[src/rtl/exception_sequencer_pkg.sv]
// Shared types for the trap sequencer: FSM state encoding and cause codes.
package cpu_exc_pkg;

  typedef enum logic [2:0] {
    IDLE,
    SAVE,
    VEC_RD,
    WAIT,
    LOAD_PC
  } exc_state_t;

  localparam int unsigned CAUSE_ILLEGAL = 0;
  localparam int unsigned CAUSE_OVF     = 1;

endpackage

[src/rtl/exception_sequencer_if.sv]
// Trap-sequencer bundle between main control / data memory and the sequencer.
interface exception_sequencer_if #(
  parameter int DATA_W = 64
);
  logic              exc_illegal;
  logic              exc_ovf;
  logic [DATA_W-1:0] pc_cur;
  logic              busy;
  logic              done;
  logic              epc_wr;
  logic [DATA_W-1:0] epc_data;
  logic              cause_wr;
  logic [DATA_W-1:0] cause_data;
  logic              mem_rd;
  logic [DATA_W-1:0] mem_addr;
  logic [DATA_W-1:0] mem_rdata;
  logic              pc_wr;
  logic [DATA_W-1:0] pc_data;

  modport master (
    input  exc_illegal, exc_ovf, pc_cur, mem_rdata,
    output busy, done, epc_wr, epc_data, cause_wr, cause_data,
           mem_rd, mem_addr, pc_wr, pc_data
  );

  modport slave (
    output exc_illegal, exc_ovf, pc_cur, mem_rdata,
    input  busy, done, epc_wr, epc_data, cause_wr, cause_data,
           mem_rd, mem_addr, pc_wr, pc_data
  );
endinterface

[src/rtl/exception_sequencer.sv]
// Multicycle trap sequencer: EPC/cause write, handler fetch, PC load; done at N+3+MEM_LAT.
// EXC_VECTORED_EN selects one handler pointer per cause instead of a shared one.
module exception_sequencer
  import cpu_exc_pkg::*;
#(
  parameter int                DATA_W   = 64,
  parameter int                MEM_LAT  = 2,
  parameter logic [DATA_W-1:0] VEC_BASE = 'd256
) (
  input  logic                   clock,
  input  logic                   reset,
  exception_sequencer_if.master  exc_bus
);

  localparam int CNT_W = $clog2(MEM_LAT + 1);

  exc_state_t        state_q, state_d;
  logic [CNT_W-1:0]  cnt_q, cnt_d;
  logic [DATA_W-1:0] epc_q, epc_d;
  logic [DATA_W-1:0] cause_q, cause_d;
  logic [DATA_W-1:0] addr_q, addr_d;
  logic [DATA_W-1:0] pcd_q, pcd_d;

  logic busy, done, epc_wr, cause_wr, mem_rd, pc_wr;

  always_comb begin
    state_d  = state_q;
    cnt_d    = cnt_q;
    epc_d    = epc_q;
    cause_d  = cause_q;
    addr_d   = addr_q;
    pcd_d    = pcd_q;
    busy     = 1'b0;
    done     = 1'b0;
    epc_wr   = 1'b0;
    cause_wr = 1'b0;
    mem_rd   = 1'b0;
    pc_wr    = 1'b0;

    unique case (state_q)
      IDLE: begin
        if (exc_bus.exc_illegal || exc_bus.exc_ovf) begin
          epc_d   = exc_bus.pc_cur;
          cause_d = exc_bus.exc_illegal ? DATA_W'(CAUSE_ILLEGAL) : DATA_W'(CAUSE_OVF);
`ifdef EXC_VECTORED_EN
          addr_d  = VEC_BASE + (cause_d << 3);
`else
          addr_d  = VEC_BASE;
`endif
          state_d = SAVE;
        end
      end
      SAVE: begin
        busy     = 1'b1;
        epc_wr   = 1'b1;
        cause_wr = 1'b1;
        state_d  = VEC_RD;
      end
      VEC_RD: begin
        busy    = 1'b1;
        mem_rd  = 1'b1;
        cnt_d   = CNT_W'(MEM_LAT);
        state_d = WAIT;
      end
      WAIT: begin
        busy   = 1'b1;
        mem_rd = 1'b1;
        cnt_d  = cnt_q - CNT_W'(1);
        // Read data is valid on the edge that drains the latency counter.
        if (cnt_q == CNT_W'(1)) begin
          pcd_d   = exc_bus.mem_rdata;
          state_d = LOAD_PC;
        end
      end
      LOAD_PC: begin
        busy    = 1'b1;
        pc_wr   = 1'b1;
        done    = 1'b1;
        state_d = IDLE;
      end
      default: state_d = IDLE;
    endcase
  end

  always_ff @(posedge clock or posedge reset) begin
    if (reset) begin
      state_q <= IDLE;
      cnt_q   <= '0;
      epc_q   <= '0;
      cause_q <= '0;
      addr_q  <= '0;
      pcd_q   <= '0;
    end else begin
      state_q <= state_d;
      cnt_q   <= cnt_d;
      epc_q   <= epc_d;
      cause_q <= cause_d;
      addr_q  <= addr_d;
      pcd_q   <= pcd_d;
    end
  end

  assign exc_bus.busy       = busy;
  assign exc_bus.done       = done;
  assign exc_bus.epc_wr     = epc_wr;
  assign exc_bus.epc_data   = epc_q;
  assign exc_bus.cause_wr   = cause_wr;
  assign exc_bus.cause_data = cause_q;
  assign exc_bus.mem_rd     = mem_rd;
  assign exc_bus.mem_addr   = addr_q;
  assign exc_bus.pc_wr      = pc_wr;
  assign exc_bus.pc_data    = pcd_q;

endmodule

[src/flat_wrapper.sv]
// flat-port wrapper written by rule: the top's interface ports become plain ports
module exception_sequencer_flat import cpu_exc_pkg::*;
#(
  parameter int                DATA_W   = 64,
  parameter int                MEM_LAT  = 2,
  parameter logic [DATA_W-1:0] VEC_BASE = 'd256
)
  (clock, reset, exc_bus_exc_illegal, exc_bus_exc_ovf, exc_bus_pc_cur, exc_bus_mem_rdata, exc_bus_busy, exc_bus_done, exc_bus_epc_wr, exc_bus_epc_data, exc_bus_cause_wr, exc_bus_cause_data, exc_bus_mem_rd, exc_bus_mem_addr, exc_bus_pc_wr, exc_bus_pc_data);
  exception_sequencer_if #(.DATA_W(DATA_W)) exc_bus_i ();
  input  logic clock;
  input  logic reset;
  input wire logic [$bits(exc_bus_i.exc_illegal)-1:0] exc_bus_exc_illegal;
  input wire logic [$bits(exc_bus_i.exc_ovf)-1:0] exc_bus_exc_ovf;
  input wire logic [$bits(exc_bus_i.pc_cur)-1:0] exc_bus_pc_cur;
  input wire logic [$bits(exc_bus_i.mem_rdata)-1:0] exc_bus_mem_rdata;
  output wire logic [$bits(exc_bus_i.busy)-1:0] exc_bus_busy;
  output wire logic [$bits(exc_bus_i.done)-1:0] exc_bus_done;
  output wire logic [$bits(exc_bus_i.epc_wr)-1:0] exc_bus_epc_wr;
  output wire logic [$bits(exc_bus_i.epc_data)-1:0] exc_bus_epc_data;
  output wire logic [$bits(exc_bus_i.cause_wr)-1:0] exc_bus_cause_wr;
  output wire logic [$bits(exc_bus_i.cause_data)-1:0] exc_bus_cause_data;
  output wire logic [$bits(exc_bus_i.mem_rd)-1:0] exc_bus_mem_rd;
  output wire logic [$bits(exc_bus_i.mem_addr)-1:0] exc_bus_mem_addr;
  output wire logic [$bits(exc_bus_i.pc_wr)-1:0] exc_bus_pc_wr;
  output wire logic [$bits(exc_bus_i.pc_data)-1:0] exc_bus_pc_data;
  assign exc_bus_i.exc_illegal = exc_bus_exc_illegal;
  assign exc_bus_i.exc_ovf = exc_bus_exc_ovf;
  assign exc_bus_i.pc_cur = exc_bus_pc_cur;
  assign exc_bus_i.mem_rdata = exc_bus_mem_rdata;
  assign exc_bus_busy = exc_bus_i.busy;
  assign exc_bus_done = exc_bus_i.done;
  assign exc_bus_epc_wr = exc_bus_i.epc_wr;
  assign exc_bus_epc_data = exc_bus_i.epc_data;
  assign exc_bus_cause_wr = exc_bus_i.cause_wr;
  assign exc_bus_cause_data = exc_bus_i.cause_data;
  assign exc_bus_mem_rd = exc_bus_i.mem_rd;
  assign exc_bus_mem_addr = exc_bus_i.mem_addr;
  assign exc_bus_pc_wr = exc_bus_i.pc_wr;
  assign exc_bus_pc_data = exc_bus_i.pc_data;
  exception_sequencer #(.DATA_W(DATA_W), .MEM_LAT(MEM_LAT), .VEC_BASE(VEC_BASE)) u_core (.clock(clock), .reset(reset), .exc_bus(exc_bus_i));
endmodule
[config.mk]
export PLATFORM = sky130hd
export DESIGN_NAME = exception_sequencer_flat
export DESIGN_NICKNAME = d
export VERILOG_FILES = /design/src/rtl/exception_sequencer_pkg.sv /design/src/rtl/exception_sequencer_if.sv /design/src/rtl/exception_sequencer.sv /design/src/flat_wrapper.sv
export SDC_FILE = /design/constraint.sdc
export NUM_CORES = 1
export LEC_CHECK = 0
export ABC_AREA = 0
export ABC_CLOCK_PERIOD_IN_PS = 6400
export BUFFER_PORTS_ARGS = -buffer_cell sky130_fd_sc_hd__buf_2
export CAP_MARGIN = 20
export CELL_PAD_IN_SITES_DETAIL_PLACEMENT = 1
export CELL_PAD_IN_SITES_GLOBAL_PLACEMENT = 1
export CORE_AREA = 2 2 155 157
export DETAILED_ROUTE_END_ITERATION = 8
export DIE_AREA = 0 0 157 159
export GPL_TIMING_DRIVEN = 1
export PLACE_DENSITY = 0.69
export SYNTH_ARGS = -nofsm -noshare
export SYNTH_HDL_FRONTEND = slang
export SYNTH_SLANG_ARGS = --single-unit
[constraint.sdc]
create_clock -name clock -period 6.4 [get_ports clock]
set_input_delay 0 -clock clock [delete_from_list [all_inputs] [get_ports clock]]
set_output_delay 0 -clock clock [all_outputs]
set_load 0.02 [all_outputs]
Word level (Yosys, flattened, before mapping)
Index checks and enable logic that the tools add are counted.
{"block": "totals", "reg_bits": 198, "inputBits": 132, "out_inout_bits": 262, "wordCells": 31}
{"block": "classes", "addsub": 1, "eq_ne": 7, "muxes": 9, "reduce_logical": 8}
{"cell": "3-bit one-hot mux with 4 select lines", "n": 1}
{"cell": "3-bit by 2-bit == test with 1-bit output (second input constant)", "n": 2}
{"cell": "3-bit two-way mux", "n": 2}
{"cell": "2-bit AND reduction", "n": 3}
{"cell": "1-bit two-way mux", "n": 5}
{"cell": "2-bit by 1-bit != test with 1-bit output (second input constant)", "n": 2}
{"cell": "2-bit one-hot mux with 2 select lines", "n": 1}
{"cell": "4-bit OR reduction", "n": 1}
{"cell": "3-bit by 1-bit == test with 1-bit output (second input constant)", "n": 1}
{"cell": "3-bit == test (second input constant)", "n": 1}
{"cell": "3-bit logical NOT", "n": 1}
{"cell": "2-bit by 1-bit == test with 1-bit output (second input constant)", "n": 1}
{"cell": "2-bit nonzero test", "n": 1}
{"cell": "2-bit OR reduction", "n": 1}
{"cell": "2-bit by 1-bit subtractor with 2-bit output (second input constant)", "n": 1}
{"cell": "1-bit logical OR", "n": 1}

Longest topological paths before layout
{"block": "logic_depth", "ltp_word": 3, "mapped_depth": 7, "depth_no_buf": 5}

Worst setup path after synthesis
Ideal clock, no wire load.
{"block": "synth_timing", "kind": "register -> register", "startpoint": "register u_core.state_q[2]", "endpoint": "register u_core.epc_q[0] (netlist: u_core.exc_bus.epc_data[0])", "setup_time_ps": 125, "arrival_ps": 1403, "t_required_ps": 6275, "path_slack_ps": 4872, "path_stages_with_launch": 7, "synth_period_minus_slack_ps": 1528, "cell_sequence": "dfrtp_1 -> buf_2 -> nor3_2 -> o21a_2 -> buf_12 -> buf_12 -> mux2_4"}
{"block": "synth_via", "elab_chain_cells": 2}
{"item": "start, declared", "line": "exception_sequencer.sv:17", "source": "exc_state_t state_q, state_d;"}
{"item": "start signal, assigned", "line": "exception_sequencer.sv:94", "source": "state_q <= state_d;"}
{"item": "3-bit logical NOT", "line": "exception_sequencer.sv:40", "source": "unique case (state_q)"}
{"item": "2-bit AND reduction (no source line)"}
{"item": "end signal, assigned", "line": "exception_sequencer.sv:96", "source": "epc_q <= epc_d;"}
{"item": "end, declared", "line": "exception_sequencer.sv:19", "source": "logic [DATA_W-1:0] epc_q, epc_d;"}
Every way passes these cells.
A chain may end at the register's enable or synchronous reset.

Worst setup path after layout
{"block": "layout_timing", "startpoint": "register u_core.state_q[2]", "endpoint": "register u_core.epc_q[25] (netlist: u_core.exc_bus.epc_data[25])"}
The elaborated chain is that of the path after synthesis.

==> results.cfg <==
[layout]
drive_above_1_share = 0.512
synthToLayoutAreaGrowth_pct = 48.7
design_area_um2 = 9400
seq_area_um2 = 3380
fillers = 2565
layout.nets = 968
multi_input_area_um2 = 2250

[critical_path]
cp_slowest_cell = buf_4
crit_path_max_fanout = 59
worstPathArrival_ns = 2.65
max_stage_delay_ns = 0.78
start_kind = flop
startpoint = u_core.state_q[2]
end_kind = flop
cpLargestDelayFamily = buffers and inverters
required_ns = 6.69
critPathBufInv = 1
crit_chain = nor3_2 -> o21a_4 -> buf_4 -> mux2_2
path_class = flop to flop
rr_startpoint = u_core.state_q[2]

[grt]
grt_usage = 0.136
grt_pass1_vias = 4685
grt_pass1_wl_um = 26200
grt_start_max_net_pins = 70
antenna_found_initial = 1
grt_overflow = 0

[die]
die_h_um = 159
io_pins = 394
fp.dieArea_um2 = 25000
start_util = 0.272
num_rows = 56
dieWidth_um = 157
coreArea_um2 = 23200

[job]
cap_violations = 0

[synth]
synth_area_um2 = 6320
synth_area_leaders = dfrtp_1, buf_4, mux2_2
synth_flop_cell = dfrtp_1
seq_area_frac_synth = 0.535
synth-async-reset-ratio = 1.00
avgSynthCellArea_um2 = 14.6
synthTopCellsByCount = dfrtp_1, buf_4, mux2_2, mux2_4, buf_12
yosysMostFrequentCell = dfrtp_1
synth_warnings = 0
synth_seq_cells = 135
syn_inst = 432
synth_edf_count = 0
synth_cell_types = 25
synth_top_area_share = 0.535
yosysTopAreaCell = dfrtp_1

[sta]
fin_crit_ns = 2.36
maxSlewHeadroom = 0.290
setup_violations = 0
finalHoldViolations = 0
max_freq_ghz = 0.424
period_share = 0.369
skew_ns = 0.0115
drv_slew = 0
rsz0062_at_grt = false
worst_pin_slew_ns = 1.07
fin_setup_tns_ns = 0

[clock_network]
cts-root-buf = clkbuf_16
clk_pin_slew_worst_paths_ns = 0.06
numCtsBuffers = 17
ctsHtreeMaxLevel = 4
cts_tree = yes
clk_path_buf_depth = 2
cts.sinks = 135
worstSkewPairLatency_ns = 0.41

[power_and_ir_drop]
netSwitchingFraction = 0.372
seqPwrFrac = 0.325
power_frac_comb = 0.433
cellLeakagePower_nw = 4.69
ir_drop_uv = 216
power_switching_w = 0.00174
p_clk_frac = 0.242
internal-power_w = 0.00293
power.density_nw_per_um2 = 497

[drt]
drt-total-wl_um = 17400
via_count = 4350
via_per_inst = 3.72
wl_per_cell_um = 14.9
drcViolationCount = 0
drt_iter0_drc = 141
drtAntennaViolNets = 0
drt_first_pass_iters = 4

[outcome]
status = complete, no violations

[place]
dp_hpwl_um = 10900
place_congestion = 0.710
port_buffers = 267
place_area_um2 = 7400

[worst_hold_path]
hold_class = input pin to async pin
[logic make-up (layout without fill, tap and decap cells)]
| logic type | Yosys count | count (layout) | share of synthesized area |
|---|---|---|---|
| other cells | 1 | 127 | 0.000593 |
| simple gates | 12 | 12 | 0.0105 |
| xor+xnor | 1 | 1 | 0.00139 |
| buf+inv | 147 | 438 | 0.186 |
| fa+ha+maj | 1 | 1 | 0.00198 |
| mux | 129 | 129 | 0.259 |
| flops | 135 | 135 | 0.535 |
| compound gates | 6 | 6 | 0.00594 |
[per-stage QoR]
stage	utilization	instances	hold slack, ns	power [W]	setup slack, ns
finish	0.405	1168	0.228	0.00467	4.04
global route	0.405	1168	0.257	0.00493	3.94
CTS	0.405	1167	0.261	0.00472	4.04
detailed placement	0.319	1003	0.154	0.00348	4.05
global placement	0.319	1003	0.152	0.00343	4.10
floorplan	-	557	0.0857	0.00293	2.79
[area by class of cell]
type | instances | share of cell area
Sequential cell | 135 | 0.359
Timing Repair Buffer | 402 | 0.285
Multi-Input combinational cell | 275 | 0.239
Clock buffer | 18 | 0.0457
Tap cell | 319 | 0.0425
Clock inverter | 14 | 0.0260
Inverter | 4 | 0.00213
Antenna cell | 1 | 0.000266
[flip-flops by register name, summed over array words and instances (netlist names)]
register,count
u_core.exc_bus.pc_data,64
u_core.exc_bus.mem_addr,1
u_core.state_q,3
u_core.exc_bus.epc_data,64
u_core.exc_bus.cause_data,1
u_core.cnt_q,2
[power by group through the flow]
stage,sequential [W],clock [W],combinational [W]
after floorplan,0.00203,0,0.000903
after global placement,0.00151,0,0.00192
after detailed placement,0.00152,0,0.00196
after CTS,0.00151,0.00116,0.00204
after global routing,0.00158,0.00121,0.00215
final,0.00152,0.00113,0.00203
[routing by layer]
| metal | vias to the layer above | global-route usage | wire [um] |
|---|---|---|---|
| li1 | 2002 | - | - |
| met1 | 2144 | 0.146 | 6560 |
| met2 | 190 | 0.254 | 9540 |
| met3 | 14 | 0.0370 | 1050 |
| met4 | 0 | 0.0446 | 244 |
| met5 | - | 0 | 0 |
[tightest hold or removal path, cell delays in order]
cell,delay (ns)
dlygate4sd3_1,0.53
buf_2,0.14
inv_6,0.44
[final timing paths]
| check | end | slack [ns] | cells after the start |
|---|---|---|---|
| min reg2reg | u_core.exc_bus.mem_addr[8] | 0.47 | 1 |
| max in group asynchronous | u_core.exc_bus.pc_data[9] | 4.81 | 4 |
| min | u_core.exc_bus.pc_data[8] | 0.23 | 3 |
| min in group clock | u_core.exc_bus.epc_data[21] | 0.35 | 3 |
| max | u_core.exc_bus.epc_data[25] | 4.04 | 4 |
| max reg2reg | u_core.exc_bus.epc_data[25] | 4.04 | 4 |
[placed cells by master (no fill, tap or decap), types with 2 or more instances in the layout]
cell and n:
buf_4 3, mux2_2 79, nor2_1 2, bufinv_16 6, o21ai_0 2, a21oi_1 2, clkinv_4 2, clkbuf_16 17
buf_2 267, dlygate4sd3_1 132, inv_1 3, clkinvlp_4 2, mux2_4 49, dfrtp_1 135, inv_6 4, nor3_1 2
conb_1 126
[repair_timing]
action / 4_1_cts / 5_1_grt
setup buffers: 0 / 0
hold buffers: 132 / 0
endpoints found under the hold margin: 198 / 0
resized for setup: 0 / 0
Power figures use the tool's default switching activity.
